`src/rtl/division_seq.sv`:
```
// Sequential unsigned restoring divider: one quotient bit per clock, WIDTH iterations.
// Optional `DIVISION_DONE_EN adds a one-cycle done pulse that coincides with a fresh q/r.
module division_seq #(
    parameter int WIDTH = 32
) (
    input  logic             clock,
    input  logic             reset,
    input  logic             start,
    input  logic [WIDTH-1:0] a,
    input  logic [WIDTH-1:0] b,
    output logic [WIDTH-1:0] q,
    output logic [WIDTH-1:0] r,
    output logic             busy
`ifdef DIVISION_DONE_EN
    ,
    output logic             done
`endif
);

    localparam int CNT_W = (WIDTH > 1) ? $clog2(WIDTH) : 1;
    localparam logic [CNT_W-1:0] LAST_CNT = CNT_W'(WIDTH - 1);

    typedef enum logic {
        S_IDLE,
        S_RUN
    } state_t;

    state_t           r_state;
    logic [CNT_W-1:0] r_cnt;
    logic [WIDTH-1:0] r_dvd;
    logic [WIDTH-1:0] r_dvs;
    logic [WIDTH-1:0] r_rem;
    logic [WIDTH-1:0] r_quo;

    logic [WIDTH:0]   w_shift;
    logic [WIDTH:0]   w_diff;
    logic             w_ge;
    logic [WIDTH-1:0] w_rem_nxt;
    logic [WIDTH-1:0] w_quo_nxt;

    // The partial remainder never reaches 2^WIDTH + divisor, so the top bit of the
    // WIDTH+1 bit difference is a clean borrow flag.
    always_comb begin
        w_shift   = {r_rem, r_dvd[WIDTH-1]};
        w_diff    = w_shift - {1'b0, r_dvs};
        w_ge      = ~w_diff[WIDTH];
        w_rem_nxt = w_ge ? w_diff[WIDTH-1:0] : w_shift[WIDTH-1:0];
        w_quo_nxt = {r_quo[WIDTH-2:0], w_ge};
    end

    always_ff @(posedge clock or posedge reset) begin
        if (reset) begin
            r_state <= S_IDLE;
            r_cnt   <= '0;
            r_dvd   <= '0;
            r_dvs   <= '0;
            r_rem   <= '0;
            r_quo   <= '0;
            q       <= '0;
            r       <= '0;
            busy    <= 1'b0;
`ifdef DIVISION_DONE_EN
            done    <= 1'b0;
`endif
        end else begin
`ifdef DIVISION_DONE_EN
            done <= 1'b0;
`endif
            // A start always wins, aborting any run in flight without touching q/r.
            if (start) begin
                r_dvd   <= a;
                r_dvs   <= b;
                r_rem   <= '0;
                r_quo   <= '0;
                r_cnt   <= '0;
                r_state <= S_RUN;
                busy    <= 1'b1;
            end else if (r_state == S_RUN) begin
                r_dvd <= {r_dvd[WIDTH-2:0], 1'b0};
                r_rem <= w_rem_nxt;
                r_quo <= w_quo_nxt;
                r_cnt <= r_cnt + CNT_W'(1);
                if (r_cnt == LAST_CNT) begin
                    q       <= w_quo_nxt;
                    r       <= w_rem_nxt;
                    r_state <= S_IDLE;
                    busy    <= 1'b0;
`ifdef DIVISION_DONE_EN
                    done    <= 1'b1;
`endif
                end
            end
        end
    end

endmodule

```
`config.mk`:
```
export PLATFORM = sky130hd
export DESIGN_NAME = division_seq
export DESIGN_NICKNAME = d
export VERILOG_FILES = /design/src/rtl/division_seq.sv
export SDC_FILE = /design/constraint.sdc
export NUM_CORES = 1
export LEC_CHECK = 0
export CAP_MARGIN = 20
export CELL_PAD_IN_SITES_DETAIL_PLACEMENT = 1
export CELL_PAD_IN_SITES_GLOBAL_PLACEMENT = 1
export CORE_MARGIN = 5
export CORE_UTILIZATION = 46
export DETAILED_ROUTE_END_ITERATION = 8
export PLACE_DENSITY = 0.93
export SKIP_LAST_GASP = 1
export SLEW_MARGIN = 20
export SYNTH_ARGS = -nofsm -noshare
export SYNTH_HDL_FRONTEND = slang
export SYNTH_SLANG_ARGS = --single-unit
```
`constraint.sdc`:
```
create_clock -name clock -period 12.75 [get_ports clock]
set_input_delay 3.1875 -clock clock [delete_from_list [all_inputs] [get_ports clock]]
set_output_delay 3.1875 -clock clock [all_outputs]
set_load 0.01 [all_outputs]
```
==> impl_metrics.ini <==
[logic_synthesis]
ys_types = 71
synth_area_um2 = 10280
yosysMostFrequentCell = nand2_1
yosys_warnings = 0
yosysTopAreaCellShare_pct = 48.18
async_reset_ff_share_pct = 100.0
synth_flop_cell = dfrtp_1
synthTopCellsByCount = nand2_1, dfrtp_1, o21ai_0
syn-num-nets = 1203
avgSynthCellArea_um2 = 9.341
syn_inst = 1101
yosys.area.top_type = dfrtp_1
yosysSeqAreaShare_pct = 48.18
ys_top_cells_by_area = dfrtp_1, mux2i_1, nand2_1
synth_edf_count = 0
synth_seq_cells = 198

[timing]
hold_viol_final = 0
fin_tns_setup_ps = 0
slew_violations = 0
post-route-period-util_pct = 38.61
skew_ps = 16.35
period_needed_ps = 4923
tightest_slew_ps = 1112
fmax_mhz = 203.1
slew_headroom_pct = 25.53
rsz0062_at_grt = no
setup_viol = 0

[hold_path]
hold_path_depth = 2
hp-class = reg2reg

[clock_tree]
cts_root_buffer = clkbuf_16
cts_hold_buffers = 0
clk_latency_ps = 450
clkTransAtPathRegs_ps = 80
cts_tree = done
cts-buffers-inserted = 17
cts.sink_count = 198
post_cts_buffers = 0
htreeDepth = 4
cts.repair.resized = 0
clockBufferDepth = 2

[floorplanning]
pin_count = 132
die_w_um = 159.5
die_area_um2 = 25450
start_util_pct = 46.98
core-area_um2 = 21890
row_count = 54
die_h_um = 159.5

[worst_setup_path]
start_kind = input port
crit_slowest_cell = buf_4
slowest_delay_ps = 680
crit_chain = buf_6 -> nor2b_1 -> nand2_2 -> buf_4 -> o21ai_0
arrival_ps = 5190
worst_setup_path_end_kind = register
crit_family = buffers and inverters
worst-path-stages = 5
cp.required_ps = 13010
reg2reg_depth = 12
cp_max_fo = 129
critPathBufInv = 2
crit_type = in2reg

[global_routing]
grt_pass1_vias = 9449
grt_max_degree = 136
gr-total-overflow = 0
grt.total_usage_pct = 23.63
antenna_found_initial = 0
grt_pass1_wl_mm = 49.97

[run_status]
outcome = finished, final reports clean

[routing]
drt_iter0_markers = 612
wire_per_inst_um = 20.34
ant_nets = 0
drc_errors = 0
vias_per_cell = 5.871
vias = 8672
wl_mm = 30.04
firstDrtPassIters = 6

[power]
finalPower_w = 0.002168
p_leak_nw = 6.099
power_density_nw_per_um2 = 176.1
vdd_drop_max_uv = 105.4

[cells_and_area]
syn2layout_area_growth_pct = 19.73
drive_above_1_share_pct = 4.929
final_nets = 1286
fillCellCount = 2467
n_antenna_cell = 0

[place]
routabilityCongestion = 0.8561
port_buffers = 131
dp_hpwl_mm = 19.43

[run]
cap_viol_max_count = 0
layout make-up:
type | count | area [um^2] | share of cell area [%]
Tap cell | 280 | 350.3 | 2.845
Clock inverter | 15 | 202.7 | 1.646
Timing Repair Buffer | 137 | 1378 | 11.19
Clock buffer | 17 | 425.4 | 3.455
Inverter | 40 | 157.7 | 1.280
Sequential cell | 198 | 4959 | 40.27
Multi-Input combinational cell | 790 | 4842 | 39.32
cells by family (layout without fill, tap and decap cells):
kind of cell / count (synthesis) / count (layout) / share of synthesized area [%]
XOR/XNOR: 18 / 18 / 1.533
flip-flops: 198 / 198 / 48.18
AO/OA/AOI/OAI: 251 / 251 / 15.61
multiplexers: 96 / 96 / 9.380
AND/OR/NAND/NOR: 390 / 390 / 16.20
buffers and inverters: 113 / 209 / 4.769
adder cells (fa/ha/maj): 35 / 35 / 4.331
state kept, by name, indices dropped and copies added, names as in the netlist:
signal   flops
r_quo       31
r           32
r_state      1
r_dvs       32
busy         1
r_cnt        5
r_dvd       32
r_rem       32
q           32
routing by layer:
| layer | GRT usage (%) | vias up | routed length [um] |
|---|---|---|---|
| met1 | 29.25 | 4380 | 12450 |
| met3 | 4.375 | 60 | 1388 |
| met5 | 0 | - | 0 |
| li1 | - | 3977 | - |
| met2 | 41.98 | 255 | 15550 |
| met4 | 7.057 | 0 | 651 |
worst register-to-register path: stages (launching register included):
cell,delay (ps)
dfrtp_1,450
inv_1,110
ha_1,180
inv_1,60
fa_1,420
a21oi_1,260
nor2_1,160
o21ai_0,390
a21oi_2,160
o21a_1,260
o211ai_1,900
mux2i_1,280
a211oi_1,370
path summary, 6_finish.rpt:
| check | end | slack [ps] | from |
|---|---|---|---|
| max in group asynchronous | r_state | 7940 | reset |
| max | r[13] | 7830 | start |
| min | r[7] | 480 | r[7] |
| min in group asynchronous | r_dvd[27] | 3360 | reset |
| min reg2reg | r[7] | 480 | r[7] |
| max reg2reg | r_rem[1] | 8650 | r_dvd[31] |
cells in the final DEF (no fill, tap or decap), types with 28 or more instances in the layout:
| cell | synthesis | layout |
|---|---|---|
| nand2_1 | 225 | 224 |
| dfrtp_1 | 198 | 197 |
| clkdlybuf4s50_1 | 0 | 130 |
| o21ai_0 | 107 | 107 |
| mux2i_1 | 93 | 93 |
| nor2_1 | 88 | 88 |
| inv_1 | 40 | 39 |
| a21oi_1 | 35 | 35 |
| ha_1 | 34 | 34 |
| a211oi_1 | 28 | 28 |
report_power, final:
| group | switching (W) | total [W] | internal [W] |
|---|---|---|---|
| registers | 0.0000540 | 0.000741 | 0.000687 |
| logic | 0.000522 | 0.000850 | 0.000328 |
| clock network | 0.000289 | 0.000576 | 0.000288 |
metrics by stage:
stage	setup slack [ps]	instance area [um^2]	std cells	utilization [%]	hold WS, ps
2_1_floorplan	4165	10280	1101	-	438.0
3_3_place_gp	7390	11660	1444	53.26	457.8
3_5_place_dp	7343	11660	1444	53.26	465.8
4_1_cts	7818	12290	1476	56.13	490.1
5_1_grt	7566	12310	1477	56.25	515.4
6_report	7827	12310	1477	56.25	478.9
Power figures use the tool's default switching activity.
==> patch, RTL diff (same settings) <==
Make the reset (`reset`) synchronous in one clocked block.
--- a/src/rtl/division_seq.sv
+++ b/src/rtl/division_seq.sv
@@ -48,7 +48,7 @@
         w_quo_nxt = {r_quo[WIDTH-2:0], w_ge};
     end
 
-    always_ff @(posedge clock or posedge reset) begin
+    always_ff @(posedge clock) begin
         if (reset) begin
             r_state <= S_IDLE;
             r_cnt   <= '0;
Function: differs if reset is asserted again (counterexample within 4 cycles, from zero or initial values and one cycle with reset high); with reset held inactive, the same outputs for 10 cycles.
==> patch against the unedited design <==
Wire length decreased by 12%; design area decreased by 8.9%; first-iteration DRC count decreased by 28%; area after synthesis decreased by 11%; sequential cell count unchanged; critical path depth increased by 1; setup slack got worse by 0.21 ns; final cell count decreased by 5.8%; hold slack got worse by 0.024 ns; critical path type unchanged.
Power is not compared: it rests on default switching activity, and its combinational part moved more than twofold at a synthesized area within 25%.
==> patch: results (changes against the unedited design) <==
Status
  – Outcome: completed

Synth
  – Async set-or-reset flop fraction in the synthesized netlist: 0% (-100 points)
  – Sequential cell area fraction in the yosys report: 43.18% (-5.0 points)
  – Leading post-synthesis cells by instance count: sky130_fd_sc_hd__dfxtp_1, sky130_fd_sc_hd__nor2_1, sky130_fd_sc_hd__mux2i_1
  – Syn_nets: 1121 (-6.8%)
  – Post-synthesis cell type count: 65 (-8.5%)
  – Cell types with the largest area share after synthesis: sky130_fd_sc_hd__dfxtp_1, sky130_fd_sc_hd__mux2i_1, sky130_fd_sc_hd__nor2_1
  – Mean post-synth cell area: 9.009 um2 (-3.6%)
  – Dominant synthesized flop cell: sky130_fd_sc_hd__dfxtp_1

Timing
  – Max transition margin: 40.56% (+15 points)
  – Worst clock skew: 0.01139 ns (-0.004964 ns)
  – Count of endpoints failing hold in the final timing report: 0 (unchanged)

CTS
  – Number of buffers between clock root and the deepest sink: 2 (unchanged)
  – Post-cts sizing count: 0 (unchanged)
  – Clk pin slew, worst setup/hold paths: 0.08 ns (about the same)
  – Max H-tree Level: 4 (unchanged)
  – Cell at the root of the clock tree: sky130_fd_sc_hd__clkbuf_16
  – Clock insertion delay at the later pin of the skew report: 0.45 ns (about the same)

Pwr
  – Share of total power consumed by net switching: 31.10%
  – Power Total: 1.490 mW
  – Leakage power summed over all cells: 4.416 nW
  – Worst vdd ir: 0.09831 mV
  – Combinational cell power: 0.285 mW

Route
  – Routed length on met2: 13360 um (-14%)
  – 1st-pass router iterations: 5 (-1)
  – Routed length on met3: 1166 um (-16%)
  – Average wire length per cell after detail routing: 19.05 um (-6.4%)
  – Uppermost routed layer: met4
  – Initial DRC count: 442 (-28%)
  – Routed length on met1: 11280 um (-9.4%)
  – Via count: 7704 (-11%)
  – Via-per-instance ratio: 5.538 (-5.7%)

Critical path
  – Cell family with the largest share of critical-path delay: buffers and inverters
  – Maximum single-stage delay on the critical path: 0.61 ns (-0.07 ns)
  – Critical Path Slowest Stage Cell: sky130_fd_sc_hd__buf_4
  – Highest fanout seen on the critical path: 69 (-47%)
  – Critical Path AT: 5.47 ns (+0.28 ns)

Layout
  – Net count, final: 1215 (-5.5%)
  – Number of antenna cells inserted: 0 (unchanged)
  – Ratio of cells with drive above 1 in the final layout: 5.240% (+0.31 points)

Min path
  – Path class of the lowest-slack min-delay path: flip-flop to flip-flop

Place
  – Weighted congestion at the end of routability-driven global placement: 0.8587 (+0.30%)
  – Hpwl dp: 17690 um (-8.9%)
  – Placement-stage cell area: 10590 um2 (-9.2%)
  – Number of cells in the design after placement: 1359 (-5.9%)
  – Pre-CTS worst setup slack: 7.192 ns (-0.1510 ns)

Global route
  – Number of global-route vias before repair: 8449 (-11%)
  – Maximum number of pins on one net before global-route repair: 90 (-34%)
  – Initial antenna violation count: 0 (unchanged)
  – All-Layer GR Usage: 23.55% (-0.078 points)
  – Wire length of the first global-routing pass: 42900 um (-14%)
patch: cell count changes after synthesis, moves of 41 or more:
cell | unedited run | this run
sky130_fd_sc_hd__nand2_1 | 225 | 60
sky130_fd_sc_hd__dfrtp_1 | 198 | 0
sky130_fd_sc_hd__dfxtp_1 | 0 | 198
sky130_fd_sc_hd__o21ai_0 | 107 | 49
sky130_fd_sc_hd__a21oi_1 | 35 | 76
sky130_fd_sc_hd__nor2_1 | 88 | 178
patch: kinds of logic after synthesis:
kind of cell	after synthesis	share of synthesized area [%]
multiplexers	123	13.43
flip-flops	198	43.18
AND/OR/NAND/NOR	288	13.30
XOR/XNOR	32	3.053
buffers and inverters	103	4.798
AO/OA/AOI/OAI	240	17.39
adder cells (fa/ha/maj)	35	4.852
patch: worst reg2reg max path, delay by kind of cell (launching register included):
kind,cells,cell delay (ns)
AND/OR/NAND/NOR,5,1.44
AO/OA/AOI/OAI,4,1.04
adder cells (fa/ha/maj),2,0.64
buffers and inverters,1,0.09
flip-flops,1,0.36
patch: final timing paths:
check        startpoint         to  slack [ns]  cells after the start
max reg2reg   r_dvd[31]  r_rem[31]        9.10                     12
max               start  r_rem[17]        7.62                      6
min reg2reg       r[10]      r[10]        0.45                      2
min               r[10]      r[10]        0.45                      2
patch: per-layer routing:
layer  GRT usage, %  up-vias
met1          28.34     3710
li1               -     3731
met5              0        -
met3          4.099       57
met2          41.50      206
met4          9.519        0
patch: final cells by class:
type / instances / area [um2]
inverter: 41 / 153.9
clock inverter: 14 / 181.4
timing repair buffer: 137 / 1353
fill: 2236 / 8309
sequential: 198 / 3968
tap: 265 / 331.6
clock buffer: 18 / 439.2
multi-input combinational: 718 / 4791
